==> config.mk <==
export PLATFORM = sky130hd
export DESIGN_NAME = led_pwm_engine
export DESIGN_NICKNAME = d
export VERILOG_FILES = /design/src/rtl/led_pwm_engine.sv
export SDC_FILE = /design/constraint.sdc
export NUM_CORES = 1
export LEC_CHECK = 0
export CAP_MARGIN = 10
export CORE_MARGIN = 2
export CORE_UTILIZATION = 56
export CTS_CLUSTER_SIZE = 25
export DETAILED_ROUTE_END_ITERATION = 16
export MAX_ROUTING_LAYER = met4
export PLACE_DENSITY = 0.86
export SYNTH_ARGS = -nofsm -noshare
export SYNTH_HDL_FRONTEND = slang
export SYNTH_SLANG_ARGS = --single-unit
==> constraint.sdc <==
create_clock -name clk -period 3.1 [get_ports clk]
set_input_delay 0.465 -clock clk [delete_from_list [all_inputs] [get_ports clk]]
set_output_delay 0.465 -clock clk [all_outputs]
set_load 0.03 [all_outputs]
==> src/rtl/led_pwm_engine.sv <==
// -----------------------------------------------------------------------------
// led_pwm_engine
//
// Multi-channel LED output engine. Every channel has its own PWM duty and a
// mode (off / on / pwm / blink). Duty and mode writes land in a shadow set and
// are promoted to the active set only at a PWM period boundary, so a running
// waveform is never cut short or stretched by a register write.
//
// A programmable prescaler generates the PWM tick. The PWM period is
// 2^R-1 ticks (cnt runs 0..2^R-2), which lets duty 0 mean "never on" and
// duty 2^R-1 mean "always on" without any special casing.
//
// Ports
//   clk          clock
//   rst_n        synchronous, active-low reset
//   enable       global run enable; 0 parks counters and drives LEDs inactive
//   prescale     tick every prescale+1 clocks
//   blink_half   blink half-period = blink_half+1 PWM periods
//   duty_in      packed duties, channel i = duty_in[i*R +: R]
//   mode_in      packed modes,  channel i = mode_in[2i +: 2]
//                00 off, 01 on, 10 pwm, 11 blink
//   update_req   1-cycle pulse, captures duty_in/mode_in into the shadow set
//   update_ack   1-cycle pulse, shadow set has been copied to the active set
//   period_tick  1-cycle pulse marking the last tick of each PWM period
//   LED          registered LED pins, inverted when ACTIVE_LOW=1
// -----------------------------------------------------------------------------
module led_pwm_engine #(
    parameter int NUM_LEDS       = 4,
    parameter int PWM_RESOLUTION = 8,
    parameter int PRESCALE_WIDTH = 16,
    parameter int BLINK_WIDTH    = 8,
    parameter bit ACTIVE_LOW     = 1'b0
) (
    input  logic                               clk,
    input  logic                               rst_n,
    input  logic                               enable,
    input  logic [PRESCALE_WIDTH-1:0]          prescale,
    input  logic [BLINK_WIDTH-1:0]             blink_half,
    input  logic [NUM_LEDS*PWM_RESOLUTION-1:0] duty_in,
    input  logic [2*NUM_LEDS-1:0]              mode_in,
    input  logic                               update_req,
    output logic                               update_ack,
    output logic                               period_tick,
    output logic [NUM_LEDS-1:0]                LED
);

    localparam int R  = PWM_RESOLUTION;
    localparam int PW = PRESCALE_WIDTH;
    localparam int BW = BLINK_WIDTH;
    localparam int DW = NUM_LEDS * PWM_RESOLUTION;
    localparam int MW = 2 * NUM_LEDS;

    // Last counter value of a period: 2^R-2, i.e. all ones except the LSB.
    localparam logic [R-1:0]  CNT_LAST  = {{(R-1){1'b1}}, 1'b0};
    localparam logic [R-1:0]  CNT_ZERO  = {R{1'b0}};
    localparam logic [R-1:0]  CNT_ONE   = {{(R-1){1'b0}}, 1'b1};
    localparam logic [PW-1:0] PCNT_ZERO = {PW{1'b0}};
    localparam logic [PW-1:0] PCNT_ONE  = {{(PW-1){1'b0}}, 1'b1};
    localparam logic [BW-1:0] BCNT_ZERO = {BW{1'b0}};
    localparam logic [BW-1:0] BCNT_ONE  = {{(BW-1){1'b0}}, 1'b1};
    localparam logic [NUM_LEDS-1:0] LED_INACTIVE = {NUM_LEDS{ACTIVE_LOW}};

    localparam logic [1:0] MODE_OFF   = 2'b00;
    localparam logic [1:0] MODE_ON    = 2'b01;
    localparam logic [1:0] MODE_PWM   = 2'b10;
    localparam logic [1:0] MODE_BLINK = 2'b11;

    // -------------------------------------------------------------------------
    // State
    // -------------------------------------------------------------------------
    logic [PW-1:0]       pcnt_r;
    logic [R-1:0]        cnt_r;
    logic [BW-1:0]       bcnt_r;
    logic                blink_phase_r;

    logic [DW-1:0]       duty_act_r;
    logic [MW-1:0]       mode_act_r;
    logic [DW-1:0]       duty_shd_r;
    logic [MW-1:0]       mode_shd_r;
    logic                pending_r;

    // -------------------------------------------------------------------------
    // Combinational decode
    // -------------------------------------------------------------------------
    logic                tick_s;
    logic                period_end_s;
    logic                blink_wrap_s;
    logic                apply_s;
    logic [NUM_LEDS-1:0] raw_s;

    // Per-channel level before polarity: selects the source by mode.
    function automatic logic chan_level(input logic [1:0] mode,
                                        input logic       pwm_on,
                                        input logic       phase);
        logic level;
        case (mode)
            MODE_OFF:   level = 1'b0;
            MODE_ON:    level = 1'b1;
            MODE_PWM:   level = pwm_on;
            MODE_BLINK: level = pwm_on & phase;
            default:    level = 1'b0;
        endcase
        return level;
    endfunction

    // Prescaler tick. Using >= makes a lowered prescale take effect at once
    // when the running count is already past the new terminal value.
    always_comb begin
        tick_s = 1'b0;
        if (enable && (pcnt_r >= prescale)) begin
            tick_s = 1'b1;
        end else begin
            tick_s = 1'b0;
        end
    end

    // Period boundary: the tick that moves cnt from its last value back to 0.
    always_comb begin
        period_end_s = 1'b0;
        if (tick_s && (cnt_r == CNT_LAST)) begin
            period_end_s = 1'b1;
        end else begin
            period_end_s = 1'b0;
        end
    end

    // Blink counter terminal; >= keeps a shrunken blink_half from overrunning.
    always_comb begin
        blink_wrap_s = 1'b0;
        if (bcnt_r >= blink_half) begin
            blink_wrap_s = 1'b1;
        end else begin
            blink_wrap_s = 1'b0;
        end
    end

    // Promote shadow to active at a period boundary, or straight away while
    // disabled. A request in the same cycle wins and defers the promotion,
    // so the freshly captured value is the one that eventually goes live.
    always_comb begin
        apply_s = 1'b0;
        if (pending_r && !update_req && (period_end_s || !enable)) begin
            apply_s = 1'b1;
        end else begin
            apply_s = 1'b0;
        end
    end

    // Raw channel levels from the active duty/mode set and the current count.
    always_comb begin
        raw_s = {NUM_LEDS{1'b0}};
        for (int i = 0; i < NUM_LEDS; i++) begin
            raw_s[i] = chan_level(mode_act_r[2*i +: 2],
                                  (cnt_r < duty_act_r[i*R +: R]),
                                  blink_phase_r);
        end
    end

    // -------------------------------------------------------------------------
    // Sequential logic
    // -------------------------------------------------------------------------

    // Prescaler: counts 0..prescale, parked at 0 while disabled.
    always_ff @(posedge clk) begin
        if (!rst_n) begin
            pcnt_r <= PCNT_ZERO;
        end else if (!enable) begin
            pcnt_r <= PCNT_ZERO;
        end else if (tick_s) begin
            pcnt_r <= PCNT_ZERO;
        end else begin
            pcnt_r <= pcnt_r + PCNT_ONE;
        end
    end

    // PWM counter: advances on tick over 0..2^R-2, parked at 0 while disabled
    // so re-enabling always starts a fresh period.
    always_ff @(posedge clk) begin
        if (!rst_n) begin
            cnt_r <= CNT_ZERO;
        end else if (!enable) begin
            cnt_r <= CNT_ZERO;
        end else if (tick_s) begin
            if (cnt_r == CNT_LAST) begin
                cnt_r <= CNT_ZERO;
            end else begin
                cnt_r <= cnt_r + CNT_ONE;
            end
        end
    end

    // Blink timebase: counts PWM periods and toggles the phase at each wrap.
    always_ff @(posedge clk) begin
        if (!rst_n) begin
            bcnt_r        <= BCNT_ZERO;
            blink_phase_r <= 1'b1;
        end else if (!enable) begin
            bcnt_r        <= BCNT_ZERO;
            blink_phase_r <= 1'b1;
        end else if (period_end_s) begin
            if (blink_wrap_s) begin
                bcnt_r        <= BCNT_ZERO;
                blink_phase_r <= ~blink_phase_r;
            end else begin
                bcnt_r <= bcnt_r + BCNT_ONE;
            end
        end
    end

    // Double-buffered configuration and the update handshake.
    always_ff @(posedge clk) begin
        if (!rst_n) begin
            duty_shd_r <= {DW{1'b0}};
            mode_shd_r <= {MW{1'b0}};
            duty_act_r <= {DW{1'b0}};
            mode_act_r <= {MW{1'b0}};
            pending_r  <= 1'b0;
            update_ack <= 1'b0;
        end else begin
            update_ack <= apply_s;
            if (update_req) begin
                duty_shd_r <= duty_in;
                mode_shd_r <= mode_in;
                pending_r  <= 1'b1;
            end else if (apply_s) begin
                duty_act_r <= duty_shd_r;
                mode_act_r <= mode_shd_r;
                pending_r  <= 1'b0;
            end
        end
    end

    // Registered pins and period marker; pins fall to the inactive level
    // one clock after enable drops.
    always_ff @(posedge clk) begin
        if (!rst_n) begin
            period_tick <= 1'b0;
            LED         <= LED_INACTIVE;
        end else if (!enable) begin
            period_tick <= 1'b0;
            LED         <= LED_INACTIVE;
        end else begin
            period_tick <= period_end_s;
            LED         <= raw_s ^ LED_INACTIVE;
        end
    end

endmodule

==> impl_results.md <==
- Area grow syn2layout: 23.3%
- Die Ht: 107 um
- Yosys reg bits: 120
- DP HPWL: 8770 um
- Pin count of the biggest net entering global routing: 82
- Post-Synth XOR/XNOR Area: 2.96%
- Fmax: 370 MHz
- Post-synth top area share: 40.6%
- Post-CTS setup buffer count: 0
- Final Hold Viols: 0
- Chip Width: 107 um
- DRC errors left: 0
- CTS tree: done
- Max_slew headroom: 59.0%
- CTS Hold Bufs: 0
- Worst Path Arrival: 3.14 ns
- Hold depth: 3
- Final setup fails: 0
- RSZ-0062 raised after global routing: false
- Synth async-reset ratio: 0%
- Clock share of power: 50.5%
- Avg WL per Cell: 14.1 um
- Share of the clock period used by the worst path: 87.3%
- Mapped Area: 5920 um^2
- Synthesized Nets: 799
- Outcome: completed
- Post-Syn Instances: 675
- Worst min path class: primary input to register
- Slew @ Worst Pin: 0.615 ns
- Startpoint types: register
- Placed Cells incl. Taps: 863
- Part of the Yosys area used for sequential elements: 40.6%
- Power share of the sequential group: 42.9%
- Post-route design area: 7300 um^2
- Hold EP: pending_r$_SDFFE_PN0P_
- DP Worst Slack: 0.00540 ns
- IO Port Bufs: 73
- Starting Density: 57.6%
- Synth cell types: 50
- Worst Setup End Kind: register
- Internal: 2.94 mW
- Clock Tree Root: clkbuf_8
- Setup TNS: 0 ns
- Start point of the worst hold path: update_req
- # IOs: 74
- DIE AREA: 11400 um^2
- Post-layout nets: 870
- First-pass GRT wire length: 21200 um
- Clock sinks: 120
- Combinational share of power: 6.6%
- Final Slew Violations: 0
- Reg clk slew, reported paths: 0.06 ns
- Post-Syn Area per Cell: 8.77 um^2
- Post-route setup slack: 0.394 ns
- R2R depth: 10
- Post-Synth Simple-Gate Area: 17.8%
- Initial antenna violation count: 0
- Net Sw Frac: 21.3%
- Clk_skew: 0.00649 ns
- R2r setup slk: 0.39 ns
- Vias per cell: 5.39
- Antenna fix cells: 0
- Global Route Usage Sum: 23.9%
- Core Area: 10300 um^2
- Post-synth EDFFs: 0
- DR pass1 iterations: 6
- Largest family of logic cells by synthesized area: simple AND/OR/NAND/NOR gates
- Post-synthesis compound-gate area fraction: 13.5%
- Ranking of synthesized cells by area: dfxtp_1 (41%), ha_1 (12%), mux2i_1 (6.8%)
- Site row count: 37
- Post-CTS Resized: 0
- FF-to-FF End: duty_act_r[11]$_SDFFE_PN0P_
- Adder-cell share of the synthesized area: 11.8%
- WS Path Type: register to register
- Largest area contributor in the netlist: dfxtp_1
- Crit path required time: 3.53 ns
- Iteration-0 DRC Markers: 227
- Layout Cells excl Fill: 894
- Final core utilization: 71.0%
- Placement Cell Area: 6730 um^2
- Gr ovfl total: 0
- Lkg Pwr: 2.99 nW
- Num CTS Buffers: 17
- Maximum VDD drop: 0.368 mV
- H-tree depth: 4
- Pwr dens: 512 nW/um^2
- Share of layout cells above drive strength 1: 7.12%
- Ys Warns: 0
- Final ANT Viol Nets: 0
- DR vias: 4822
- WL final: 12600 um
- Max Root-Sink Buffers: 2
- Tot Pwr: 3.74 mW
- Post-synthesis mux area share: 6.76%
- CP max FO: 81
- Vias in the first global route: 4753
- Psw: 0.797 mW
- Worst r2r src: pcnt_r[0]$_SDFF_PP0_
- Worst-Skew Late Latency: 0.52 ns
- Final min period: 2.71 ns
- Placer congestion estimate: 0.836
- Main flop type after synthesis: dfxtp_1
- Hold slack: 0.328 ns
- Max-Cap Viols: 0
-- worst max-delay path, cell delays in order (launching register included) --
cell       delay, ns
dfxtp_1         0.39
inv_1           0.07
ha_1            0.26
nand2b_1        0.15
a2111oi_2       0.39
o31ai_1         0.14
o211a_1         0.36
o31ai_4         0.26
buf_12          0.32
nand3_1         0.13
o21ai_0         0.12
-- flip-flops by register name, summed over array words and instances (netlist names) --
name and cells:
bcnt_r 8, pending_r 1, pcnt_r 16, duty_shd_r 32
cnt_r 8, update_ack 1, blink_phase_r 1, LED 4
period_tick 1, duty_act_r 32, mode_shd_r 8, mode_act_r 8
-- power groups by stage --
| stage | combinational (mW) | clock [mW] | sequential [mW] |
|---|---|---|---|
| finish | 0.246 | 1.89 | 1.60 |
| global route | 0.272 | 2.00 | 1.60 |
| CTS | 0.249 | 1.91 | 1.60 |
| detailed placement | 0.246 | 0 | 1.63 |
| global placement | 0.234 | 0 | 1.63 |
| floorplan | 0.135 | 0 | 1.63 |
-- worst max path at each step --
stage	from	endpoint	slack [ns]	depth (start not counted)
4_1_cts	pcnt_r[0]$_SDFF_PP0_	duty_act_r[11]$_SDFFE_PN0P_	0.37	10
3_5_place_dp	prescale[0]	pcnt_r[14]$_SDFF_PP0_	0.005	10
3_3_place_gp	blink_half[5]	bcnt_r[5]$_SDFFE_PN0P_	0.10	9
5_1_grt	pcnt_r[0]$_SDFF_PP0_	duty_act_r[27]$_SDFFE_PN0P_	0.21	10
6_report	pcnt_r[0]$_SDFF_PP0_	duty_act_r[11]$_SDFFE_PN0P_	0.39	10
2_1_floorplan	prescale[0]	duty_act_r[0]$_SDFFE_PN0P_	0.62	9
-- layout make-up --
| type | count | area [um^2] |
|---|---|---|
| clock buffers | 20 | 435 |
| well taps | 136 | 170 |
| repair buffers | 83 | 808 |
| flip-flops and latches | 120 | 2400 |
| clock inverters | 11 | 130 |
| inverters | 59 | 221 |
| multi-input cells | 465 | 3130 |
| fillers | 815 | 2980 |
-- synthesized netlist by cell type (all sizes together) (4+ instances only) --
cell type  instances
or3                4
a21o               4
o2111ai            6
nand3             53
mux2i             40
clkbuf            20
xnor2              7
a41oi              4
or3b               5
a21boi             4
nand2             60
ha                56
o21ai             62
inv               58
a221oi             4
a211oi             4
xor2              13
nor2              73
nand2b            11
a21oi             17
o21bai             4
dfxtp            120
and2               5
and3              11
buf               11
-- metal layers --
layer	part of all wire (%)	global-route usage, %	routed length, um
met5	0	-	0
met4	2.8	10.7	354
met3	4.0	5.59	509
met2	51	41.6	6370
met1	42	25.9	5340
-- layout by cell type (no fill, tap or decap), types with 8 or more instances in the layout --
cell | Yosys | final
mux2i_1 | 40 | 40
a21oi_1 | 17 | 17
o21ai_0 | 58 | 58
clkbuf_16 | 0 | 16
nand3_1 | 53 | 53
nand2b_1 | 11 | 11
nor2_1 | 72 | 72
dfxtp_1 | 120 | 120
clkdlybuf4s50_1 | 0 | 71
and3_1 | 11 | 11
xor2_1 | 13 | 13
inv_1 | 57 | 57
ha_1 | 56 | 56
nand2_1 | 60 | 60
clkinv_2 | 0 | 8
buf_4 | 1 | 9
-- kinds of logic (layout without fill, tap and decap cells) --
family / after synthesis / in the layout
muxes: 40 / 40
xor gates and xnor gates: 20 / 20
and+or+nand+nor: 229 / 229
DFF: 120 / 120
buffers and inverters: 90 / 173
AOI/OAI and AO/OA: 120 / 120
adders and majority gates: 56 / 56
Power figures use the tool's default switching activity.
